<file path="src/rtl/vfifo_sync_ctrl.sv">
// rtl/vfifo_sync_ctrl.sv - pointer, flag and strobe controller for the single-clock versatile FIFO
//
// Drives port A (write) and port B (registered read address) of the dual-port RAM.
// Ports:
//   clk, rst          clock, synchronous active-high reset
//   wr_en, rd_en      write / read requests from the user
//   ram_we            RAM write enable, high only for an accepted write
//   ram_adr_a         RAM write address (write pointer low bits)
//   ram_adr_b         RAM read address (read pointer low bits)
//   rd_valid          RAM q_b holds the word of the read accepted last cycle
//   full, empty       fill_level == depth / fill_level == 0
//   almost_full       fill_level >= ALMOST_FULL_TH
//   almost_empty      fill_level <= ALMOST_EMPTY_TH
//   fill_level        number of stored words
//   wr_err, rd_err    one-cycle pulses for a rejected write / read
module vfifo_sync_ctrl #(
    parameter int ADDR_WIDTH      = 9,
    parameter int ALMOST_FULL_TH  = 2**ADDR_WIDTH - 2,
    parameter int ALMOST_EMPTY_TH = 2
) (
    input  logic                  clk,
    input  logic                  rst,
    input  logic                  wr_en,
    input  logic                  rd_en,
    output logic                  ram_we,
    output logic [ADDR_WIDTH-1:0] ram_adr_a,
    output logic [ADDR_WIDTH-1:0] ram_adr_b,
    output logic                  rd_valid,
    output logic                  full,
    output logic                  empty,
    output logic                  almost_full,
    output logic                  almost_empty,
    output logic [ADDR_WIDTH:0]   fill_level,
    output logic                  wr_err,
    output logic                  rd_err
);

    localparam logic [ADDR_WIDTH:0] AF_TH = (ADDR_WIDTH+1)'(ALMOST_FULL_TH);
    localparam logic [ADDR_WIDTH:0] AE_TH = (ADDR_WIDTH+1)'(ALMOST_EMPTY_TH);

    // Pointers carry one extra wrap bit so full and empty are distinguishable
    // when the low address bits coincide.
    logic [ADDR_WIDTH:0] wr_ptr;
    logic [ADDR_WIDTH:0] rd_ptr;
    logic                wr_acc;
    logic                rd_acc;

    // Flags are decoded from registered pointers only; requests in the current
    // cycle never reach them combinationally.
    assign fill_level   = wr_ptr - rd_ptr;
    assign empty        = (wr_ptr == rd_ptr);
    assign full         = (wr_ptr[ADDR_WIDTH] != rd_ptr[ADDR_WIDTH]) &&
                          (wr_ptr[ADDR_WIDTH-1:0] == rd_ptr[ADDR_WIDTH-1:0]);
    assign almost_full  = (fill_level >= AF_TH);
    assign almost_empty = (fill_level <= AE_TH);

    // A read can only be accepted when at least one word is stored, so the
    // read slot never equals the slot being written in the same cycle.
    assign wr_acc = wr_en & ~full & ~rst;
    assign rd_acc = rd_en & ~empty & ~rst;

    assign ram_we    = wr_acc;
    assign ram_adr_a = wr_ptr[ADDR_WIDTH-1:0];
    assign ram_adr_b = rd_ptr[ADDR_WIDTH-1:0];

    always_ff @(posedge clk) begin
        if (rst) begin
            wr_ptr   <= '0;
            rd_ptr   <= '0;
            rd_valid <= 1'b0;
            wr_err   <= 1'b0;
            rd_err   <= 1'b0;
        end else begin
            if (wr_acc) begin
                wr_ptr <= wr_ptr + 1'b1;
            end
            if (rd_acc) begin
                rd_ptr <= rd_ptr + 1'b1;
            end
            // The RAM registers adr_b on this edge, so q_b is valid next cycle.
            rd_valid <= rd_acc;
            wr_err   <= wr_en & full;
            rd_err   <= rd_en & empty;
        end
    end

endmodule

</file>
<file path="config.mk">
export PLATFORM = sky130hd
export DESIGN_NAME = vfifo_sync_ctrl
export DESIGN_NICKNAME = d
export VERILOG_FILES = /design/src/rtl/vfifo_sync_ctrl.sv
export SDC_FILE = /design/constraint.sdc
export NUM_CORES = 1
export LEC_CHECK = 0
export ABC_AREA = 1
export CAP_MARGIN = 0
export CORE_ASPECT_RATIO = 0.8
export CORE_MARGIN = 2
export CORE_UTILIZATION = 35
export CTS_CLUSTER_DIAMETER = 40
export DETAILED_ROUTE_END_ITERATION = 8
export GPL_ROUTABILITY_DRIVEN = 0
export PLACE_DENSITY_LB_ADDON = 0.08
export SYNTH_ARGS = -nofsm -noshare
export SYNTH_HDL_FRONTEND = slang
export SYNTH_SLANG_ARGS = --single-unit
</file>
<file path="constraint.sdc">
create_clock -name clk -period 1.85 [get_ports clk]
set_input_delay 0.185 -clock clk [delete_from_list [all_inputs] [get_ports clk]]
set_output_delay 0.185 -clock clk [all_outputs]
set_load 0.005 [all_outputs]
</file>
Word-level counts from Yosys, hierarchy flattened
Cells that the tools add are included.
Storage, ports and cells
  flip-flop bits (word level): 23
  input port bits: 4
  output and inout bits: 36
  word-level logic and storage cells: 23
Cells by class
  add/subtract/negate cells: 3
  order comparisons: 2
  equality and inequality tests: 3
  bitwise gates (word level): 9
  reductions and logical operators: 1
Operators with widths (count)
  10-bit by 1-bit adder with 10-bit output (second input constant): 2
  10-bit == test: 1
  10-bit by 9-bit >= comparator with 1-bit output (second input constant): 1
  10-bit by 2-bit less-or-equal comparator with 1-bit output (second input constant): 1
  10-bit subtractor: 1
  9-bit == test: 1
  1-bit bitwise AND: 6
  1-bit inverter: 3
  1-bit logical AND: 1
  1-bit inequality test: 1

Depth between registers and ports, before layout
Gate-level depths: netlist of the first run.
  depth after elaboration: 5
  gate-level depth with buffers: 14
  depth with buffers taken out: 14

Worst setup path before layout of the first run
No wires, ideal clock.
  path kind: register to output
  from: register rd_ptr[0]
  to: output port almost_empty
  arrival: 1.749 ns
  required time: 1.665 ns
  path slack: -0.084 ns
  stages on the path, launching flop included: 13
  path buffers: 0
  cell sequence: dfxtp_1 -> ha_1 -> inv_1 -> fa_1 -> nand2_1 -> nand2_1 -> nand3_1 -> nand2_1 -> nand2_1 -> nand2_1 -> nor2_1 -> nand2_1 -> nor2_1
On the way
  word-level cells in the longest chain between the ends: 2
RTL lines
  start, declared: RTL line 44  | logic [ADDR_WIDTH:0] rd_ptr;
  start signal, assigned: RTL line 78  | rd_ptr <= rd_ptr + 1'b1;
  10-bit subtractor: RTL line 50  | assign fill_level = wr_ptr - rd_ptr;
  via fill_level[8]: RTL line 33  | output logic [ADDR_WIDTH:0] fill_level,
  10-bit by 2-bit less-or-equal comparator with 1-bit output: RTL line 55  | assign almost_empty = (fill_level <= AE_TH);
  end, declared: RTL line 32  | output logic almost_empty,
The timed path passes the listed nets, and every way through them passes these cells.

Worst setup path in the final report of the first run
  from: register wr_ptr[0]
  to: output port almost_empty
On the way
  word-level cells in the longest chain between the ends: 2
RTL lines
  start, declared: RTL line 43  | logic [ADDR_WIDTH:0] wr_ptr;
  start signal, assigned: RTL line 75  | wr_ptr <= wr_ptr + 1'b1;
  10-bit subtractor: RTL line 50
  10-bit by 2-bit less-or-equal comparator with 1-bit output: RTL line 55
No other way between the ends.

==> results of run 1 <==
==> metrics by stage <==
stage | instances | setup WS (ns) | cell area [sq um] | utilization, %
final | 497 | -0.3414 | 3654 | 66.85
after global routing | 497 | -0.4879 | 3654 | 66.85
after CTS | 489 | -0.3549 | 3217 | 58.86
after detailed placement | 467 | -0.5018 | 2719 | 49.75
after global placement | 467 | -0.4653 | 2719 | 49.75
after floorplan | 319 | 0.007743 | 1991 | -
==> where the power goes <==
group          total (mW)  internal (mW)  switching (mW)
Clock               0.322          0.151           0.171
Sequential          0.519          0.508          0.0112
Combinational       0.819          0.433           0.385
Total                1.66           1.09           0.568
==> cell type report <==
| class | instances | area share (%) |
|---|---|---|
| clock buffer | 3 | 1.130 |
| timing repair buffer | 119 | 29.97 |
| multi-input combinational | 224 | 47.64 |
| inverter | 48 | 5.103 |
| timing repair inverter | 1 | 0.2055 |
| clock inverter | 1 | 0.1370 |
| tap | 78 | 2.671 |
| sequential | 23 | 13.15 |
==> layer usage <==
metal  up-vias  routed length (microns)
li1       1177                        -
met1      1074                     3257
met2        39                     3279
met3         8                      215
met4         0                       70
met5         -                        0
==> worst max-delay path by stage <==
stage,from,to
finish,wr_ptr[0]$_SDFFE_PP0P_,almost_empty
global route,wr_ptr[0]$_SDFFE_PP0P_,almost_empty
CTS,wr_ptr[0]$_SDFFE_PP0P_,almost_empty
detailed placement,wr_ptr[0]$_SDFFE_PP0P_,almost_empty
global placement,wr_ptr[0]$_SDFFE_PP0P_,almost_empty
floorplan,wr_ptr[0]$_SDFFE_PP0P_,almost_empty
==> Yosys cell counts <==
master      n  area, sq um
nand2_1   106        397.9
inv_1      47        176.4
nor2_1     25        93.84
dfxtp_1    23        460.4
nand3_1    21        105.1
buf_4      19        142.6
a21oi_1    13        65.06
xor2_1     13        113.9
ha_1       11        137.6
a21oi_2     8        70.07
nand4_1     7        43.79
nor3_1      6        30.03
o21ai_0     4        20.02
xnor2_1     3        26.28
buf_2       2        10.01
clkbuf_1    2        7.510
nand2_2     2        12.51
and2_1      1        6.260
buf_6       1        11.26
fa_1        1        20.02
inv_2       1        3.750
nand3b_1    1        7.510
nand4_2     1        12.51
nor2_2      1        6.260
==> logic make-up after synthesis <==
logic type / synth area share, %
flip-flops: 23.25
adder cells (fa/ha/maj): 7.960
XOR/XNOR: 7.075
buffers and inverters: 17.75
AND/OR/NAND/NOR: 36.13
AO/OA/AOI/OAI: 7.833
==> worst max-delay path: stages (launching register included) <==
cell and delay (ns):
dfxtp_2 0.33, inv_2 0.07, ha_4 0.12, inv_2 0.04, fa_2 0.35, nand2_2 0.09, nand2_4 0.08, nand3_4 0.10
nand2_4 0.07, nand2_4 0.07, nand2_4 0.05, nor2_4 0.09, nand2_1 0.05, nor2_1 0.11, buf_2 0.13
==> placed cells by master, fill, tap and decap left out, types with 16 or more instances in the layout <==
master	count
a21oi_2	17
buf_4	55
buf_6	29
clkdlybuf4s50_1	25
dfxtp_2	16
inv_1	31
nand2_1	58
nand2_2	28
nand2_4	22
nor2_1	17
==> sequential cells by signal (all words and copies together) (netlist names) <==
register and cells:
rd_err 1, rd_ptr 10, rd_valid 1, wr_err 1, wr_ptr 10
==> repair_timing <==
action | in CTS | in global routing
pin swaps | 38 | 53
endpoints found under the setup margin | 35 | 36
hold buffers | 0 | 0
resized for setup | 144 | 105
buffers inserted | 18 | 14
gates cloned | 2 | 1
==> run summary, run 1 <==
Met1 Usage GRT: 30.05%
Largest net degree at the start of global routing: 17
Worst setup EP type: output port
Final WL: 6823 microns
Max frequency: 456.3 MHz
Leak: 1.701 nW
Mapped Cells: 319
Met2 Use GR: 34.34%
Hpwl dp: 4348 microns
FP Rows: 24
Final hold violations: 0
Worst EP arrival: 2.01 ns
Initial Utilization: 36.24%
Final worst clock skew: 0.01033 ns
Reg2reg end: rd_ptr[6]$_SDFFE_PP0P_
Hold EP: rd_err$_SDFF_PP0_
R2R Setup Slk: -0.16 ns
First-pass GRT wire length: 10380 microns
Vias: 2298
Cell Area, Synth: 1981 sq um
Vias in the first global route: 2221
Final Cycle Share: 118.5%
CP Class: reg -> out
Die X: 88.11 microns
CP Data Required Time: 1.66 ns
Area of the multi-input gates: 1740 sq um
H-tree depth: 1
Initial antenna violation count: 0
CTS tree: yes
Initial DRC count: 156
Setup Viol. Count Final: 28
Post-DRT Antenna Nets: 0
Ant diodes: 0
DR pass1 iterations: 5
Die height: 71.29 microns
Routed WL per cell: 13.73 microns
Fin. max-slew vios: 0
Layer carrying the most global-route usage: met2
Post-synthesis sequential area ratio: 23.25%
Placeable Area: 5465 sq um
Layout cells sized above 1: 56.80%
Count of input and output buffers: 39
Slew margin rel.: 74.20%
Nets: 436
Die Footprint: 6281 sq um
Depth of the worst register-to-register path: 13
CTS Buffer Depth: 2
Root buf cell: clkbuf_8
Average cell area after synthesis: 6.209 sq um
Vias per cell: 4.624
Crit path launch type: flip-flop
GR Layer Usage met3: 3.571%
Power per Cell Area: 454.3 nW/um^2
Worst vdd ir: 0.0002796 V
Clock Latency Late Sink: 0.27 ns
CTS Buf Count: 3
Max-cap violations: 0
Worst Tran Pin Value: 0.3840 ns
# fillers: 460
Tmin final: 2.191 ns
Status: finished with violations
Clock-pin slew on the worst setup and hold paths: 0.08 ns
Worst hold path type: in -> reg
FF+latch count, synth: 23
Worst r2r src: rd_ptr[2]$_SDFFE_PP0P_
Worst Hold Depth: 3
Num ports: 40
Tot GR Track Use: 20.95%
RSZ-0062 raised after global routing: true
Hold path startpoint: rd_en
Grt ovf: 0
Sum of negative setup slack: -3.357 ns
Distinct cells, synth: 24
Hold Slack: 0.4771 ns
Total Power: 1.660 mW
Ys Warns: 0
CTS sink cnt: 23
# DRC: 0
Net count after synthesis: 335
Critical Path Fanout Max: 4
Violated checks: negative setup slack
Synth-to-layout area growth: 84.46%
Register area: 480.5 sq um
Final WS setup: -0.3414 ns
(Power assumes the default switching activity.)
==> run 2: changes to the inputs <==
Settings changed: ABC_AREA 1 to default.
Clock period 1.85 ns to 1.8 ns, I/O delays scaled along.
==> run 2 against run 1 <==
  * The run still ends with negative setup slack left
  * Wire length shrank 26%
  * Register-to-register slack lost 0.25 ns
  * Synthesized area shrank 15%
  * Die area shrank 15%
  * Clock skew shrank 0.0075 ns
  * Synthesized cell count shrank 39%
  * Sequential power grew 2%
  * Largest power group unchanged
  * Sequential cell count is the same
  * Clock power grew 7.5%
==> run summary, run 2 <==
Status: finished with violations
Violated checks: negative setup slack
CP Data Required Time: 1.62 ns (-0.04 ns)
Vias per cell: 4.835 (+4.6%)
Final Cycle Share: 159.5%
Post-Place Setup Slack: -0.9621 ns (-0.4603 ns)
Worst r2r src: rd_ptr[5]$_SDFFE_PP0P_
Depth of the worst register-to-register path: 11 (-2)
Critical Path Fanout Max: 3 (-1)
Die X: 81.33 microns (-7.7%)
Layout cells sized above 1: 63.30% (+6.5 points)
Utilization after layout: 67.75% (+0.90 points)
Initial DRC count: 56 (-64%)
Largest net degree at the start of global routing: 21 (+4)
Hold EP: rd_err$_SDFF_PP0_
Die height: 65.86 microns (-7.6%)
Commonest cells after routing, fill and taps aside: buf_4 (58), buf_6 (33), clkdlybuf4s50_1 (25)
Reg2reg end: wr_ptr[9]$_SDFFE_PP0P_
CP Class: reg -> out
Total Power: 1.496 mW (-9.9%)
Largest cells by area after synthesis: dfxtp_1 (28%), ha_1 (8.2%), buf_4 (8.1%), xnor2_1 (5.8%), nor2_1 (4.7%)
Commonest non-fill, non-tap cell in the layout: buf_4
Post-synthesis sequential area ratio: 27.50% (+4.3 points)
Final WS setup: -1.072 ns (-0.7301 ns)
Root buf cell: clkbuf_8
Hpwl dp: 3629 microns (-17%)
Slew margin rel.: 76.86% (+2.7 points)
Placeable Area: 4597 sq um (-16%)
Crit path launch type: flip-flop
First-pass GRT wire length: 7817 microns (-25%)
Clock Latency Late Sink: 0.27 ns (about the same)
Max frequency: 348.2 MHz
FF+latch count, synth: 23 (unchanged)
Ys async rst share: 0% (unchanged)
Worst hold path type: in -> reg
Num ports: 40 (unchanged)
Main synth FF type: dfxtp_1
Count of input and output buffers: 39 (unchanged)
Ys Warns: 0 (unchanged)
FP Rows: 22 (-8.3%)
H-tree depth: 1 (unchanged)
Mapped Cells: 193 (-39%)
Worst EP arrival: 2.69 ns (+0.68 ns)
Clock-pin slew on the worst setup and hold paths: 0.09 ns (about the same)
CTS tree: yes
Worst vdd ir: 0.0003262 V (+17%)
Leak: 1.378 nW (-19%)
Die Footprint: 5356 sq um (-15%)
Distinct cells, synth: 40 (+67%)
Routed WL per cell: 14.11 microns (+2.8%)
Worst Hold Depth: 3 (unchanged)
Power per Cell Area: 480.2 nW/um^2 (+5.7%)
Final WL: 5039 microns (-26%)
Post-synth EDFFs: 0 (unchanged)
Post-synth top area share: 27.50% (+4.3 points)
Tmin final: 2.872 ns
CTS sink cnt: 23 (unchanged)
Cell Area, Synth: 1674 sq um (-15%)
Net count after synthesis: 209 (-38%)
Sum of negative setup slack: -10.43 ns (-7.074 ns)
CTS Buffer Depth: 2 (unchanged)
# DRC: 0 (unchanged)
Vias in the first global route: 1689 (-24%)
Initial antenna violation count: 0 (unchanged)
Synth area leader: dfxtp_1
RSZ-0062 raised after global routing: true
Worst setup EP type: output port
Hold Slack: 0.5567 ns (+0.07965 ns)
Largest regs: rd_ptr (10), wr_ptr (10)
Worst Tran Pin Value: 0.3459 ns (-0.03809 ns)
Synth-to-layout area growth: 86.02%
Grt ovf: 0 (unchanged)
Tot GR Track Use: 19.23% (-1.7 points)
Average cell area after synthesis: 8.674 sq um (+40%)
Leading cell type by number of instances after synthesis: dfxtp_1
Nets: 314 (-28%)
R2R Setup Slk: -0.41 ns (-0.25 ns)
Hold path startpoint: rd_en
Final worst clock skew: 0.002865 ns (-0.007464 ns)
Ant diodes: 0 (unchanged)
CTS Buf Count: 3 (unchanged)
Max-cap violations: 0 (unchanged)
DR pass1 iterations: 4 (-1)
Most frequent cells after synthesis: dfxtp_1 (23), nor2_1 (21), buf_4 (18)
Fin. max-slew vios: 0 (unchanged)
Cts hold-fix bufs: 0 (unchanged)
Post-DRT Antenna Nets: 0 (unchanged)
Final hold violations: 0 (unchanged)
Initial Utilization: 36.42% (+0.18 points)
Vias: 1726 (-25%)
Setup Viol. Count Final: 30 (+7.1%)
-- run 2: changes by cell type after synthesis, sizes merged, moves of 6 or more --
| cell | previous run | this run |
|---|---|---|
| nand2 | 108 | 13 |
| inv | 48 | 13 |
| nand3 | 21 | 1 |
| a21oi | 21 | 9 |
| xnor2 | 3 | 11 |
| and3 | 0 | 7 |
| or3 | 0 | 6 |
-- run 2: metal layers --
metal	global-route usage, %	vias up	share of wire (%)	routed length (microns)
li1	-	866	-	-
met1	25.13	818	46	2308
met2	33.61	34	50	2495
met3	3.005	8	3.4	173
met4	3.390	0	1.2	62
met5	0	-	0	0
-- run 2: metrics by stage --
step	cells	area [sq um]
after CTS	351	2894
after floorplan	193	1818
after global routing	357	3114
after detailed placement	330	2572
after global placement	330	2572
final	357	3114
-- run 2: critical path, cell delays in order, from the launching register on --
cell,delay (ns)
dfxtp_4,0.35
inv_2,0.06
ha_4,0.12
inv_2,0.04
fa_2,0.38
buf_4,0.15
buf_6,0.10
buf_6,0.11
xor2_4,0.18
a21o_1,0.15
a211oi_1,0.26
o211ai_1,0.21
nor4_4,0.16
buf_2,0.15
-- run 2: what timing repair did --
item | 4_1_cts | 5_1_grt
gates cloned | 0 | 0
endpoints found under the setup margin | 29 | 31
gates resized for setup | 88 | 56
pin swaps | 26 | 27
buffers inserted | 17 | 13
-- run 2: where the power goes --
| part | internal, mW | switching [mW] | total, mW | leakage (nW) |
|---|---|---|---|---|
| clock network | 0.157 | 0.189 | 0.346 | 0.0217 |
| logic | 0.370 | 0.251 | 0.621 | 1.16 |
| registers | 0.519 | 0.00942 | 0.528 | 0.195 |
| total | 1.05 | 0.450 | 1.50 | 1.38 |
-- run 2: worst max path at each step --
| stage | startpoint | to | slack [ns] | cells after the start |
|---|---|---|---|---|
| global placement | wr_ptr[0]$_SDFFE_PP0P_ | almost_full | -0.92 | 11 |
| global route | wr_ptr[0]$_SDFFE_PP0P_ | almost_empty | -1.18 | 13 |
| finish | wr_ptr[0]$_SDFFE_PP0P_ | almost_empty | -1.07 | 13 |
| detailed placement | wr_ptr[0]$_SDFFE_PP0P_ | almost_full | -0.96 | 11 |
| floorplan | wr_ptr[0]$_SDFFE_PP0P_ | almost_full | -0.46 | 10 |
| CTS | wr_ptr[0]$_SDFFE_PP0P_ | almost_empty | -1.03 | 12 |
-- run 2: area by class of cell --
class | count | area [sq um]
Inverter | 13 | 51.30
Timing Repair Buffer | 121 | 1082
Clock inverter | 1 | 7.507
Clock buffer | 3 | 41.29
Sequential cell | 23 | 486.7
Fill cell | 354 | 1483
Multi-Input combinational cell | 136 | 1370
Tap cell | 60 | 75.07
-- run 2: cells by family (layout without fill, tap and decap cells) --
kind of cell               after synthesis  after routing  share of synthesized area [%]
buffers and inverters                   34            138                          12.11
xor gates and xnor gates                19             19                          9.940
AOI/OAI and AO/OA                       37             37                          17.12
adders and majority gates               12             12                          9.417
DFF                                     23             23                          27.50
and+or+nand+nor                         68             68                          23.92
==> run 3: changes to the inputs <==
--- a/config.mk
+++ b/config.mk
@@ -9,3 +9,2 @@
 export CORE_ASPECT_RATIO = 0.8
-export CORE_MARGIN = 2
 export CORE_UTILIZATION = 35
==> constraint.sdc (replaced) <==
create_clock -name clk -period 1.8 [get_ports clk]
set_input_delay 0.45 -clock clk [delete_from_list [all_inputs] [get_ports clk]]
set_output_delay 0.45 -clock clk [all_outputs]
set_load 0.005 [all_outputs]
==> run 3 against run 2 <==
  * The flow still finishes with violations (negative setup slack)
  * Die area is 5.4% lower
  * Non-clock buffer count is 3 higher
  * Via count is 0.64% higher
  * Critical endpoint unchanged
==> run summary, run 3 (synthesis gave the netlist of run 2 again) <==
Max frequency: 330.4 MHz (-5.1%)
Max-cap violations: 0 (unchanged)
Slew margin rel.: 76.82% (about the same)
Placeable Area: 4597 sq um (unchanged)
Leak: 1.363 nW (-1.1%)
Initial antenna violation count: 0 (unchanged)
Count of input and output buffers: 39 (unchanged)
Commonest non-fill, non-tap cell in the layout: buf_4
Final hold violations: 0 (unchanged)
Power per Cell Area: 487.3 nW/um^2 (+1.5%)
Die height: 63.86 microns (-3.0%)
RSZ-0062 raised after global routing: true
Worst vdd ir: 0.0003322 V (+1.8%)
Combinational Power Share: 43.5% (+2.0 points)
Worst setup EP type: output port
CP peak stage delay: 0.37 ns (about the same)
DR pass1 iterations: 4 (unchanged)
Root buf cell: clkbuf_8
Violated checks: negative setup slack
H-tree depth: 1 (unchanged)
Area of the multi-input gates: 1354 sq um (-1.2%)
Clock-pin slew on the worst setup and hold paths: 0.08 ns (about the same)
Commonest cells after routing, fill and taps aside: buf_4 (66), buf_6 (28), clkdlybuf4s50_1 (22)
Placed Area: 2653 sq um (+3.1%)
Grt ovf: 0 (unchanged)
Initial DRC count: 33 (-41%)
Status: finished with violations
Sw frac: 28.93% (-1.1 points)
Pint: 1.076 mW (+2.9%)
Layout cells sized above 1: 62.67% (-0.63 points)
Post-Layout Inst Area: 3108 sq um (-0.20%)
Num ports: 40 (unchanged)
Post-DRT Antenna Nets: 0 (unchanged)
Routed WL per cell: 14.19 microns (+0.50%)
# DRC: 0 (unchanged)
Largest net degree at the start of global routing: 21 (unchanged)
Crit path launch type: flip-flop
Hpwl dp: 3701 microns (+2.0%)
Clock Latency Late Sink: 0.27 ns (about the same)
Sw Pwr: 0.4381 mW (-2.6%)
Synth-to-layout area growth: 85.65%
Ant diodes: 0 (unchanged)
Worst Tran Pin Value: 0.3450 ns (-0.0009395 ns)
Worst r2r src: rd_ptr[7]$_SDFFE_PP0P_
CP Class: reg -> out
Clock share of power: 21.6% (-1.5 points)
CP Cell Sequence: inv_2, ha_4, inv_2, fa_2, a211oi_2, nor2_2, buf_4, o21a_1, o31a_1, buf_4, nor4_4, buf_2
CP max-delay cell: fa_2
Flop pwr share: 34.9% (-0.4 points)
Worst EP arrival: 2.58 ns (-0.11 ns)
Initial Utilization: 36.42% (unchanged)
Vias in the first global route: 1721 (+1.9%)
Worst hold path type: reg -> reg
Die Footprint: 5066 sq um (-5.4%)
Critical Path Fanout Max: 3 (unchanged)
FP Rows: 22 (unchanged)
CTS tree: yes
Worst Setup SP: wr_ptr[0]$_SDFFE_PP0P_
Sum of negative setup slack: -12.82 ns (-2.386 ns)
Fin. max-slew vios: 0 (unchanged)
Utilization after layout: 67.61% (-0.14 points)
# fillers: 369 (+4.2%)
Vias: 1737 (+0.64%)
Tmin final: 3.026 ns (+0.1548 ns)
Die X: 79.33 microns (-2.5%)
Register area: 489.2 sq um (+0.51%)
CTS Buf Count: 3 (unchanged)
Post-Place Setup Slack: -1.256 ns (-0.2937 ns)
Nets: 317 (+0.96%)
Hold Slack: 0.6173 ns (+0.06054 ns)
Vias per cell: 4.825 (-0.20%)
Final WL: 5107 microns (+1.3%)
Largest regs: rd_ptr (10), wr_ptr (10)
Hold path startpoint: rd_ptr[5]$_SDFFE_PP0P_
CTS sink cnt: 23 (unchanged)
Tot GR Track Use: 20.63% (+1.4 points)
CP Data Required Time: 1.35 ns (-0.27 ns)
Final worst clock skew: 0.0008095 ns (-0.002056 ns)
First-pass GRT wire length: 8038 microns (+2.8%)
Setup Viol. Count Final: 33 (+10%)
CTS Buffer Depth: 2 (unchanged)
Final Cycle Share: 168.1% (+8.6 points)
Final WS setup: -1.226 ns (-0.1548 ns)
## run 3: per-stage QoR
stage	std cells	total power [mW]
CTS	357	1.427
floorplan	193	0.7775
finish	360	1.514
global route	360	1.592
detailed placement	338	1.047
global placement	338	1.038
## run 3: power groups by stage
stage,clock (mW),combinational [mW],sequential (mW)
3_3_place_gp,0,0.499,0.539
5_1_grt,0.358,0.704,0.530
3_5_place_dp,0,0.507,0.540
2_1_floorplan,0,0.231,0.547
6_report,0.327,0.659,0.528
4_1_cts,0.330,0.569,0.528
## run 3: per-layer routing
metal	vias to the layer above	track usage, %	wire [microns]
li1	868	-	-
met1	832	25.87	2298
met2	31	37.18	2633
met3	6	2.714	118
met4	0	4.773	57
met5	-	0	0
## run 3: final timing paths
kind	endpoint	slack [ns]	cells past startpoint
setup / recovery	almost_empty	-1.23	12
hold / removal	rd_ptr[5]$_SDFFE_PP0P_	0.62	3
setup reg to reg	rd_ptr[2]$_SDFFE_PP0P_	-0.32	13
hold reg to reg	rd_ptr[5]$_SDFFE_PP0P_	0.62	3
## run 3: cell type report
cell class / instances / share of cell area (%)
multi-input cells: 136 / 43.56
repair buffers: 124 / 35.10
flip-flops and latches: 23 / 15.74
well taps: 60 / 2.415
inverters: 13 / 1.731
clock buffers: 4 / 1.449
## run 3: what timing repair did
item / CTS / global route
setup buffers: 17 / 9
resized for setup: 87 / 49
gates cloned: 0 / 0
pin swaps: 31 / 24
setup endpoints to repair: 32 / 37
hold buffers: 0 / 0
## run 3: critical path: cells and delay by family, from the launching register on
family	cells	cell delay, ns
flops	1	0.35
simple gates	2	0.26
fa+ha+maj	2	0.49
compound gates	3	0.66
buf+inv	5	0.55
